File: config.mk
export PLATFORM = sky130hd
export DESIGN_NAME = mem_port_arbiter
export DESIGN_NICKNAME = d
export VERILOG_FILES = /design/src/rtl/mem_port_arbiter.sv
export SDC_FILE = /design/constraint.sdc
export NUM_CORES = 1
export LEC_CHECK = 0
export CAP_MARGIN = 10
export CORE_ASPECT_RATIO = 1.1
export CORE_UTILIZATION = 33
export CTS_BUF_LIST = sky130_fd_sc_hd__clkbuf_8 sky130_fd_sc_hd__clkbuf_16
export DETAILED_ROUTE_END_ITERATION = 8
export GPL_TIMING_DRIVEN = 0
export PLACE_DENSITY = 0.78
export SYNTH_ARGS = -nofsm -noshare
export SYNTH_HDL_FRONTEND = slang
export SYNTH_SLANG_ARGS = --single-unit
File: constraint.sdc
create_clock -name clk -period 2.5 [get_ports clk]
set_input_delay 0.5 -clock clk [delete_from_list [all_inputs] [get_ports clk]]
set_output_delay 0.5 -clock clk [all_outputs]
set_load 0.01 [all_outputs]
File: src/rtl/mem_port_arbiter.sv
// mem_port_arbiter: round-robin A/B arbiter with a registered command bus and a full-memory clear sweep.
// Optional MEMARB_PERF_CNT_EN adds saturating grant and conflict counters.
`timescale 1ns/1ps
module mem_port_arbiter #(
  parameter int DATA_WIDTH = 32,
  parameter int ADDR_WIDTH = 12,
  parameter int SIZE       = 4096
) (
  input  logic                  clk,
  input  logic                  rst_n,
  input  logic                  clr_start,
  output logic                  clr_busy,
  input  logic                  a_req,
  input  logic                  a_we,
  input  logic [ADDR_WIDTH-1:0] a_addr,
  input  logic [DATA_WIDTH-1:0] a_wdata,
  output logic                  a_gnt,
  output logic                  a_rvalid,
  output logic [DATA_WIDTH-1:0] a_rdata,
  input  logic                  b_req,
  input  logic                  b_we,
  input  logic [ADDR_WIDTH-1:0] b_addr,
  input  logic [DATA_WIDTH-1:0] b_wdata,
  output logic                  b_gnt,
  output logic                  b_rvalid,
  output logic [DATA_WIDTH-1:0] b_rdata,
`ifdef MEMARB_PERF_CNT_EN
  output logic [15:0]           a_gnt_cnt,
  output logic [15:0]           b_gnt_cnt,
  output logic [15:0]           conflict_cnt,
`endif
  output logic                  mem_cen,
  output logic                  mem_wen,
  output logic [ADDR_WIDTH-1:0] mem_addr,
  output logic [DATA_WIDTH-1:0] mem_data,
  input  logic [DATA_WIDTH-1:0] mem_q
);
  typedef enum logic {ARB, CLEAR} state_e;
  localparam logic [ADDR_WIDTH:0] LAST = (ADDR_WIDTH+1)'(SIZE);
  state_e                state_q, state_d;
  logic [ADDR_WIDTH:0]   cnt_q, cnt_d;
  logic                  ptr_q, ptr_d;
  logic                  cen_q, cen_d, wen_q, wen_d;
  logic [ADDR_WIDTH-1:0] addr_q, addr_d;
  logic [DATA_WIDTH-1:0] data_q, data_d;
  logic                  a_gnt_q, a_gnt_d, b_gnt_q, b_gnt_d;
  logic                  busy_q, busy_d;
  logic                  a_rv_q, b_rv_q;
  logic                  a_el, b_el, last, arb_en, pick_a, pick_b;
  always_comb begin
    a_el    = a_req & ~a_gnt_q;
    b_el    = b_req & ~b_gnt_q;
    last    = (state_q == CLEAR) && (cnt_q == LAST);
    arb_en  = ((state_q == ARB) && !clr_start) || last;
    pick_a  = arb_en & a_el & (~b_el | ~ptr_q);
    pick_b  = arb_en & b_el & ~pick_a;
    state_d = state_q;
    cnt_d   = cnt_q;
    ptr_d   = ptr_q;
    cen_d   = 1'b0;
    wen_d   = wen_q;
    addr_d  = addr_q;
    data_d  = data_q;
    busy_d  = busy_q;
    a_gnt_d = pick_a;
    b_gnt_d = pick_b;
    if ((state_q == ARB) && clr_start) begin
      state_d = CLEAR;
      cnt_d   = (ADDR_WIDTH+1)'(1);
      cen_d   = 1'b1;
      wen_d   = 1'b1;
      addr_d  = '0;
      data_d  = '0;
      busy_d  = 1'b1;
    end else if ((state_q == CLEAR) && !last) begin
      cnt_d   = cnt_q + (ADDR_WIDTH+1)'(1);
      cen_d   = 1'b1;
      wen_d   = 1'b1;
      addr_d  = cnt_q[ADDR_WIDTH-1:0];
      data_d  = '0;
    end else begin
      if (last) begin
        state_d = ARB;
        cnt_d   = '0;
        busy_d  = 1'b0;
      end
      // ptr_q=1 means B is favoured on the next tie
      if (pick_a | pick_b) begin
        cen_d  = 1'b1;
        wen_d  = pick_a ? a_we : b_we;
        addr_d = pick_a ? a_addr : b_addr;
        data_d = pick_a ? a_wdata : b_wdata;
        ptr_d  = pick_a;
      end
    end
  end
  always_ff @(posedge clk or negedge rst_n) begin
    if (!rst_n) begin
      state_q <= ARB;
      cnt_q   <= '0;
      ptr_q   <= 1'b0;
      cen_q   <= 1'b0;
      wen_q   <= 1'b0;
      addr_q  <= '0;
      data_q  <= '0;
      busy_q  <= 1'b0;
      a_gnt_q <= 1'b0;
      b_gnt_q <= 1'b0;
      a_rv_q  <= 1'b0;
      b_rv_q  <= 1'b0;
    end else begin
      state_q <= state_d;
      cnt_q   <= cnt_d;
      ptr_q   <= ptr_d;
      cen_q   <= cen_d;
      wen_q   <= wen_d;
      addr_q  <= addr_d;
      data_q  <= data_d;
      busy_q  <= busy_d;
      a_gnt_q <= a_gnt_d;
      b_gnt_q <= b_gnt_d;
      a_rv_q  <= a_gnt_q & ~wen_q;
      b_rv_q  <= b_gnt_q & ~wen_q;
    end
  end
  assign mem_cen  = cen_q;
  assign mem_wen  = wen_q;
  assign mem_addr = addr_q;
  assign mem_data = data_q;
  assign a_gnt    = a_gnt_q;
  assign b_gnt    = b_gnt_q;
  assign clr_busy = busy_q;
  assign a_rvalid = a_rv_q;
  assign b_rvalid = b_rv_q;
  assign a_rdata  = a_rv_q ? mem_q : '0;
  assign b_rdata  = b_rv_q ? mem_q : '0;
`ifdef MEMARB_PERF_CNT_EN
  logic [15:0] a_cnt_q, b_cnt_q, c_cnt_q;
  always_ff @(posedge clk or negedge rst_n) begin
    if (!rst_n) begin
      a_cnt_q <= '0;
      b_cnt_q <= '0;
      c_cnt_q <= '0;
    end else if (clr_start) begin
      a_cnt_q <= '0;
      b_cnt_q <= '0;
      c_cnt_q <= '0;
    end else begin
      a_cnt_q <= (a_gnt_q && a_cnt_q != 16'hFFFF) ? a_cnt_q + 16'd1 : a_cnt_q;
      b_cnt_q <= (b_gnt_q && b_cnt_q != 16'hFFFF) ? b_cnt_q + 16'd1 : b_cnt_q;
      c_cnt_q <= (arb_en && a_el && b_el && c_cnt_q != 16'hFFFF) ? c_cnt_q + 16'd1 : c_cnt_q;
    end
  end
  assign a_gnt_cnt    = a_cnt_q;
  assign b_gnt_cnt    = b_cnt_q;
  assign conflict_cnt = c_cnt_q;
`endif
endmodule

After elaboration in Yosys (flattened, before gate mapping)
Cells that the tools add are included.

cells by class
  add/subtract/negate cells = 1
  multipliers = 0
  div/mod/pow operators = 0
  magnitude comparators = 0
  eq/ne operators = 2
  shift-type cells = 0
  multiplexer cells = 23
  bitwise operators = 19
  reduce and logical (&&, ||, !) cells = 12

operators with widths
  kind                                                              count
  32-bit 2-to-1 mux                                                 6
  12-bit 2-to-1 mux                                                 4
  13-bit 2-to-1 mux                                                 3
  13-bit by 1-bit adder with 13-bit output (second input constant)  1
  13-bit equality test (second input constant)                      1
  1-bit 2-to-1 mux                                                  10
  1-bit inverter                                                    9
  1-bit bitwise AND                                                 8
  3-bit nonzero test                                                2
  1-bit logical AND                                                 4
  3-bit AND reduction                                               1
  1-bit zero test                                                   2
  2-bit inequality test (second input constant)                     1
  1-bit bitwise OR                                                  2
  2-bit AND reduction                                               1
  2-bit nonzero test                                                1
  1-bit logical OR                                                  1

word-level totals
  register bits = 65
  latch bits = 0
  RAM bits = 0
  bits in read-only memories = 0
  input port bits = 127
  output and inout port bits = 115
  word-level logic and storage cells = 68
  memories kept = 0

Longest topological paths before layout
Gate-level depths: netlist of the first run.

  depth after elaboration = 11
  depth in mapped cells = 11
  mapped depth without buffers = 8

Worst setup path before layout of the first run
No wires, ideal clock.

  kind = register to register
  start = register cnt_q[0]
  end = register data_q[10], in the netlist mem_data[10]
  setup time = 0.121 ns
  arrival = 2.397 ns
  data required time = 2.379 ns
  slack = -0.018 ns
  cell stages (with the launch flop) = 11
  path buffers = 3
  clock period less this slack = 2.518 ns
  cell sequence = dfrtp_1 inv_1 ha_1 or4b_1 or4_1 buf_2 a21o_1 buf_6 buf_6 a32oi_1 nand2_1

on the way
  cells in the longest elaborated chain, start to end = 9
  elaborated cells between the ends (all ways) = 16
  classes of those cells = 1 x eq/ne; 4 x mux; 6 x bitwise; 5 x reduce/logical

RTL lines
  item                                                     line    source
  from (decl)                                              41      logic [ADDR_WIDTH:0] cnt_q, cnt_d;
  from (signal assigned)                                   113     cnt_q <= cnt_d;
  13-bit equality test *                                   53      last = (state_q == CLEAR) && (cnt_q == LAST);
  1-bit logical AND *                                      53
  1-bit logical OR                                         54      arb_en = ((state_q == ARB) && !clr_start) || last;
  1-bit bitwise AND (2 in a row)                           55      pick_a = arb_en & a_el & (~b_el | ~ptr_q);
  32-bit 2-to-1 mux or 1-bit inverter (tied branches)      92, 56
  32-bit 2-to-1 mux or 1-bit bitwise AND (tied branches)   88, 56
  32-bit 2-to-1 mux or 1-bit bitwise OR (tied branches)    75, 88
  32-bit 2-to-1 mux or 3-bit nonzero test (tied branches)  -
  to (signal assigned)                                     118     data_q <= data_d;
  to (decl)                                                45      logic [DATA_WIDTH-1:0] data_q, data_d;

Mark *: on every way between the ends. The rest lies on a longest branch, timed or not. The select of a mux whose other input is x is not followed.
A chain may end at the register's enable or synchronous reset.

Final worst setup path of the first run
  start = register cnt_q[9]
  end = register data_q[15], in the netlist mem_data[15]

The elaborated chain is that of the path after synthesis.

==> Flow_metrics.wiki, run 1 <==
{| class="wikitable"
! Metric !! Value
|-
| Result of the run || finished with violations
|-
| Violations in the final reports || negative setup slack
|-
| Clock sink total || 65
|-
| Floorplan Core Area || 10400 sq um
|-
| Die outline height || 111 um
|-
| Skew final || 0.00958 ns
|-
| Final critical path time including I/O delays and setup || 2.57 ns
|-
| Number of antenna violations at the first check in global routing || 0
|-
| HPWL after detailed placement || 10000 um
|-
| Combinational family with the most area after synthesis || simple AND/OR/NAND/NOR gates
|-
| Global-route wire length before repair || 20700 um
|-
| Lkg Pwr || 2.91 nW
|-
| Ranking of synthesized cells by area || dfrtp_1, and2_1, nand2_1
|-
| TritonCTS clock tree || built
|-
| Internal cell power || 0.00271 W
|-
| Slew headroom || 45.3%
|-
| CTS buffer count || 9
|-
| Worst-path fanout max || 10
|-
| Row count || 39
|-
| Most numerous cell on the critical path || buf_8
|-
| Count of warnings emitted by yosys || 0
|-
| Post-synth top flop || dfrtp_1
|-
| Simple-Gate Fraction of Synth Area || 28.3%
|-
| Hold Worst Slack || 0.282 ns
|-
| Portion of the post-synthesis area used by sequential elements || 45.7%
|-
| Final wirelength || 13400 um
|-
| Core utilization of the finished layout || 64.4%
|-
| Count of antenna-violating nets left after detailed routing || 0
|-
| Relative contribution of the clock network to total power || 31.7%
|-
| EDFF count, synth || 0
|-
| Critical Setup Path Class || reg2reg
|-
| Final count of negative-setup-slack endpoints || 32
|-
| Required time of the critical path || 2.70 ns
|-
| Global router's overall resource usage || 23.7%
|-
| Xor/xnor share of the synthesized area || 0.984%
|-
| Adder and majority gate portion of the synthesized area || 0.703%
|-
| Final cycle utilization of the critical path || 103%
|-
| Number of H-tree levels || 3
|-
| Gate Count Post-Synth || 398
|-
| Area of the multi-input gates || 1870 sq um
|-
| Wirelength per Cell || 16.5 um
|-
| Count of input and output buffers || 241
|-
| Post-synthesis cell type with the largest combined area || dfrtp_1
|-
| Final weighted congestion of routability-driven global placement || 0.857
|-
| Cell variety after synth || 47
|-
| P per Cell Area || 567 nW/um^2
|-
| Drt initial violations || 189
|-
| Syn Area/Cell || 8.95 sq um
|-
| Setup crit start || cnt_q[9]
|-
| Share of synthesized area spent on multiplexers || 0%
|-
| Vias per inst || 5.00
|-
| Drt drc || 0
|-
| Startpoint kind of the worst setup timing path || register
|-
| Max FFs per register || 32
|-
| Critical path, cell by cell || buf_6 > or4b_4 > or4_4 > a21o_1 > buf_8 > buf_8 > a32oi_2 > nand2_1
|-
| Peak VDD IR || 0.319 mV
|-
| Pre-Repair DR Iteration Count || 4
|-
| N_diodes || 0
|-
| Reported net switching power || 0.00110 W
|-
| # Max-Cap Violations || 0
|-
| Type of the most critical hold path || in2async
|-
| Ys async rst share || 100%
|-
| Synthesized-area fraction occupied by ao, oa, aoi and oai cells || 18.7%
|-
| Reg2reg start || cnt_q[9]
|-
| Achievable clock frequency || 0.389 GHz
|-
| Flop pwr share || 38.8%
|-
| Number of synthesized register bits || 65
|-
| Library cell with the highest instance count after synthesis || nand2_1
|-
| Netlist area before placement || 3560 sq um
|-
| Switching power share of the total || 28.9%
|-
| Setup slack after placement || -0.421 ns
|-
| Die span in x || 101 um
|-
| Number of buffers between clock root and the deepest sink || 2
|-
| Total die area || 11200 sq um
|-
| Worst Path Buf+Inv || 3
|-
| Clock tree root driver cell || clkbuf_16
|-
| Share of cells above drive strength 1 || 11.2%
|-
| Largest net degree at the start of global routing || 66
|-
| Family of cells with the greatest summed delay on the critical path || simple AND/OR/NAND/NOR gates
|-
| Vias in the first global route || 4150
|-
| Final hold violation count || 0
|-
| Peak per-stage delay on the critical path || 0.59 ns
|-
| Area share of the largest cell type after synthesis || 45.7%
|-
| Setup WS post-layout || -0.0680 ns
|-
| Setup repair after global routing missed its margin || yes
|-
| Clock transition at the register clock pins on the worst setup and hold paths after CTS || 0.05 ns
|-
| Count of nets after finishing || 792
|-
| Clock Latency Late Sink || 0.32 ns
|-
| Comb power frac || 29.5%
|-
| Total nets after synthesis || 527
|-
| Count of filler cells inserted in the layout || 925
|-
| Worst-Margin Slew || 0.821 ns
|-
| Element type at the critical path end || register
|-
| Slowest stage cell, crit path || or4_4
|-
| Gr ovfl total || 0
|-
| Max Transition Viols Final || 0
|-
| Initial cell density of the core || 34.1%
|-
| Register cell area after layout || 1630 sq um
|-
| I/O pin count || 242
|-
| Vias || 4058
|-
| Arrival time of data at the critical path endpoint || 2.77 ns
|-
| Synthesis-to-finish area growth || 88.9%
|-
| Commonest cells in the synthesized netlist || nand2_1, and2_1, dfrtp_1
|}
-- metrics by stage --
step	total power (W)	cell area [sq um]	setup TNS (ns)	instances
after floorplan	0.00189	3570	0	398
after global placement	0.00244	6170	-93.81	782
after detailed placement	0.00247	6160	-14.03	782
after CTS	0.00373	6550	-0.185	802
after global routing	0.00400	6730	-2.79	811
final	0.00381	6730	-0.738	811
-- final cells by class --
type	instances	area share, %
buffer	28	3.01
clock buffer	10	3.55
clock inverter	6	0.763
inverter	8	0.539
multi-input combinational	296	27.8
sequential	65	24.2
tap	143	2.66
timing repair buffer	255	37.4
-- cell families after synthesis --
family / after synthesis
AOI/OAI and AO/OA: 86
xor gates and xnor gates: 4
DFF: 65
buffers and inverters: 37
adders and majority gates: 2
and+or+nand+nor: 204
-- what timing repair did --
item	in CTS	in global routing
setup endpoints to repair	47	41
gates resized for setup	18	20
setup buffers	5	9
pin swaps	14	9
hold buffers	0	0
-- cells in the final DEF, fill, tap and decap left out, types with 4 or more instances in the layout --
| cell | instances |
|---|---|
| and2_1 | 65 |
| clkbuf_16 | 9 |
| inv_1 | 7 |
| clkbuf_1 | 11 |
| nand3_1 | 13 |
| buf_6 | 6 |
| a31oi_1 | 5 |
| a21o_1 | 7 |
| buf_4 | 15 |
| buf_8 | 4 |
| nand2_1 | 102 |
| a21oi_1 | 4 |
| o21ai_0 | 15 |
| clkbuf_2 | 4 |
| a32oi_2 | 13 |
| a32oi_1 | 20 |
| clkdlybuf4s50_1 | 240 |
| dfrtp_1 | 65 |
| nor2_1 | 5 |
-- worst paths after layout --
kind | end | slack, ns | cells after the start
max | mem_data[15] | -0.07 | 8
min | mem_addr[9] | 0.28 | 1
max reg2reg | mem_data[15] | -0.07 | 8
min reg2reg | a_rvalid | 0.48 | 1
max in group asynchronous | a_rvalid | 1.68 | 1
min in group clk | a_rvalid | 0.48 | 1
-- power groups by stage --
stage | Sequential (W) | Combinational, W | Clock [W]
2_1_floorplan | 0.00149 | 0.000396 | 0
3_3_place_gp | 0.00149 | 0.000951 | 0
3_5_place_dp | 0.00150 | 0.000972 | 0
4_1_cts | 0.00147 | 0.00103 | 0.00123
5_1_grt | 0.00150 | 0.00121 | 0.00128
6_report | 0.00148 | 0.00113 | 0.00121
-- layer usage --
metal | GRT usage (%) | vias to the layer above | share of wire [%]
met5 | 0 | - | 0
met4 | 10.8 | 0 | 3.6
met3 | 5.99 | 30 | 7.9
met2 | 43.1 | 193 | 53
met1 | 25.1 | 1910 | 36
li1 | - | 1925 | -
(Power assumes the default switching activity.)
==> run 2, diff against run 1 <==
PLACE_DENSITY = default   (was 0.78)
PLACE_DENSITY_LB_ADDON = 0.15   (was default)
==> run 2 against run 1 <==
The flow still finishes with violations (negative setup slack). Sequential share of layout area rose by 0.21 points. Flip-flop and latch count unchanged. First-iteration DRC count rose by 56%. Cell area decreased by 0.87%. Clock power about the same. Wire length is 3.2% higher. Non-clock buffer count down 8. Global-route usage up 1.1 points. Combinational power shrank 4%. Cell count down 0.86%. Via count down 0.86%. Highest routed layer is now met5.
==> Flow_metrics.wiki, run 2 (synthesis results as in run 1) <==
{| class="wikitable"
! Metric !! Value
|-
| Most frequent cells in the layout || clkdlybuf4s50_1, nand2_1, and2_1, dfrtp_1, a32oi_1
|-
| Clock sink total || 65 (unchanged)
|-
| Lkg Pwr || 2.86 nW (-1.8%)
|-
| Vias in the first global route || 4131 (-0.46%)
|-
| Number of antenna violations at the first check in global routing || 5 (+5)
|-
| Metal1 wirelength || 4880 um (+1.5%)
|-
| Setup repair after global routing missed its margin || yes
|-
| Met3 wire length || 1700 um (+62%)
|-
| Setup WS post-layout || -0.0410 ns (+0.0269 ns)
|-
| Drt drc || 0 (unchanged)
|-
| Slew headroom || 45.5% (+0.21 points)
|-
| Worst-path fanout max || 10 (unchanged)
|-
| Die span in x || 101 um (unchanged)
|-
| Die outline height || 111 um (unchanged)
|-
| Area of the multi-input gates || 1870 sq um (-0.40%)
|-
| Global router's overall resource usage || 24.8% (+1.1 points)
|-
| Most common library cell in the layout ignoring fill and taps || clkdlybuf4s50_1
|-
| Largest net degree at the start of global routing || 66 (unchanged)
|-
| Count of filler cells inserted in the layout || 930 (+0.54%)
|-
| Global-route wire length before repair || 21200 um (+2.4%)
|-
| Clock transition at the register clock pins on the worst setup and hold paths after CTS || 0.05 ns (about the same)
|-
| Count of antenna-violating nets left after detailed routing || 0 (unchanged)
|-
| Type of the most critical hold path || in2async
|-
| # Max-Cap Violations || 0 (unchanged)
|-
| Switching power share of the total || 29.0% (+0.083 points)
|-
| Reported net switching power || 0.00109 W (-0.89%)
|-
| Vias || 4023 (-0.86%)
|-
| Gr ovfl total || 0 (unchanged)
|-
| Final hold violation count || 0 (unchanged)
|-
| Sum of met2 wire segment lengths after detailed routing || 6920 um (-1.4%)
|-
| Wirelength per Cell || 17.1 um (+4.1%)
|-
| Element type at the critical path end || register
|-
| Final weighted congestion of routability-driven global placement || 0.913 (+6.5%)
|-
| Required time of the critical path || 2.71 ns (about the same)
|-
| Arrival time of data at the critical path endpoint || 2.75 ns (-0.02 ns)
|-
| Final cycle utilization of the critical path || 102% (-1.1 points)
|-
| Share of cells above drive strength 1 || 10.0% (-1.2 points)
|-
| Achievable clock frequency || 0.394 GHz (+1.1%)
|-
| Register cell area after layout || 1630 sq um (unchanged)
|-
| Synthesis-to-finish area growth || 87.2%
|-
| HPWL after detailed placement || 10700 um (+6.9%)
|-
| Worst-Margin Slew || 0.818 ns (-0.00309 ns)
|-
| Uppermost metal layer occupied by signal nets || met5
|-
| Number of H-tree levels || 3 (unchanged)
|-
| CTS buffer count || 9 (unchanged)
|-
| Max FFs per register || 32 (unchanged)
|-
| Initial cell density of the core || 34.1% (unchanged)
|-
| Skew final || 0.00726 ns (-0.00232 ns)
|-
| Hold Worst Slack || 0.261 ns (-0.0212 ns)
|-
| I/O pin count || 242 (unchanged)
|-
| Violations in the final reports || negative setup slack
|-
| Final total power || 0.00377 W (-1.2%)
|-
| Drt initial violations || 295 (+56%)
|-
| Clock Latency Late Sink || 0.32 ns (about the same)
|-
| Clock tree root driver cell || clkbuf_16
|-
| Total die area || 11200 sq um (unchanged)
|-
| Final wirelength || 13800 um (+3.2%)
|-
| TritonCTS clock tree || built
|-
| Result of the run || finished with violations
|-
| Comb power frac || 29.0% (-0.5 points)
|-
| Relative contribution of the clock network to total power || 31.9% (+0.2 points)
|-
| Startpoint kind of the worst setup timing path || register
|-
| Core utilization of the finished layout || 63.9% (-0.56 points)
|-
| Peak VDD IR || 0.387 mV (+21%)
|-
| Number of buffers between clock root and the deepest sink || 2 (unchanged)
|-
| Setup slack after placement || -0.505 ns (-0.0839 ns)
|-
| Flop pwr share || 39.0% (+0.2 points)
|-
| Pre-Repair DR Iteration Count || 4 (unchanged)
|-
| Internal cell power || 0.00268 W (-1.3%)
|-
| Count of nets after finishing || 784 (-1.0%)
|-
| Final count of negative-setup-slack endpoints || 27 (-16%)
|-
| Vias per inst || 5.00 (about the same)
|-
| Final critical path time including I/O delays and setup || 2.54 ns (-0.0269 ns)
|-
| Critical Setup Path Class || reg2reg
|-
| Count of input and output buffers || 241 (unchanged)
|-
| Row count || 39 (unchanged)
|-
| P per Cell Area || 565 nW/um^2 (-0.31%)
|-
| Max Transition Viols Final || 0 (unchanged)
|-
| Floorplan Core Area || 10400 sq um (unchanged)
|}
[run 2: critical path, stage by stage, from the launching register on]
cell     delay (ns)
dfrtp_1        0.39
inv_2          0.09
ha_4           0.12
or4b_4         0.45
or4_4          0.58
a21o_1         0.22
buf_6          0.15
buf_6          0.15
a32oi_1        0.18
nand2_1        0.08
[run 2: cell type report]
cell class / count / area share, %
antenna: 3 / 0.113
inverter: 8 / 0.507
clock buffer: 10 / 3.58
clock inverter: 4 / 0.694
sequential: 65 / 24.4
timing repair buffer: 248 / 37.2
multi-input combinational: 296 / 28.0
tap: 143 / 2.68
buffer: 27 / 2.85
[run 2: worst paths after layout]
path | from | end | slack, ns | cells after the start
max in group asynchronous | rst_n | mem_data[23] | 1.69 | 1
worst max-delay path | cnt_q[0] | mem_data[16] | -0.04 | 9
worst min register to register | cnt_q[12] | cnt_q[12] | 0.48 | 1
worst max register to register | cnt_q[0] | mem_data[16] | -0.04 | 9
min in group clk | cnt_q[12] | cnt_q[12] | 0.48 | 1
worst min-delay path | rst_n | mem_data[25] | 0.26 | 1
[run 2: timing repair]
item / 4_1_cts / 5_1_grt
hold buffers: 0 / 0
pin swaps: 9 / 13
hold endpoints to repair: 0 / 0
setup endpoints to repair: 48 / 44
gates resized for setup: 12 / 23
gates cloned: 0 / 1
buffers inserted: 3 / 3
[run 2: per-layer routing]
| layer | global-route usage (%) | up-vias |
|---|---|---|
| li1 | - | 1904 |
| met1 | 25.7 | 1899 |
| met2 | 43.9 | 197 |
| met3 | 10.6 | 21 |
| met4 | 8.41 | 2 |
| met5 | 0 | - |
[run 2: power by group through the flow]
stage	combinational, W	sequential [W]	clock [W]
finish	0.00109	0.00147	0.00120
global route	0.00120	0.00150	0.00127
CTS	0.00104	0.00147	0.00122
detailed placement	0.000984	0.00149	0
global placement	0.000966	0.00150	0
floorplan	0.000396	0.00149	0
[run 2: metrics by stage]
step                      std cells  instance area [sq um]  TNS [ns]
after floorplan                 398                   3570         0
after global placement          782                   6170   -100.61
after detailed placement        782                   6160    -17.09
after CTS                       798                   6500    -0.430
after global routing            801                   6660     -2.84
final                           804                   6670    -0.498
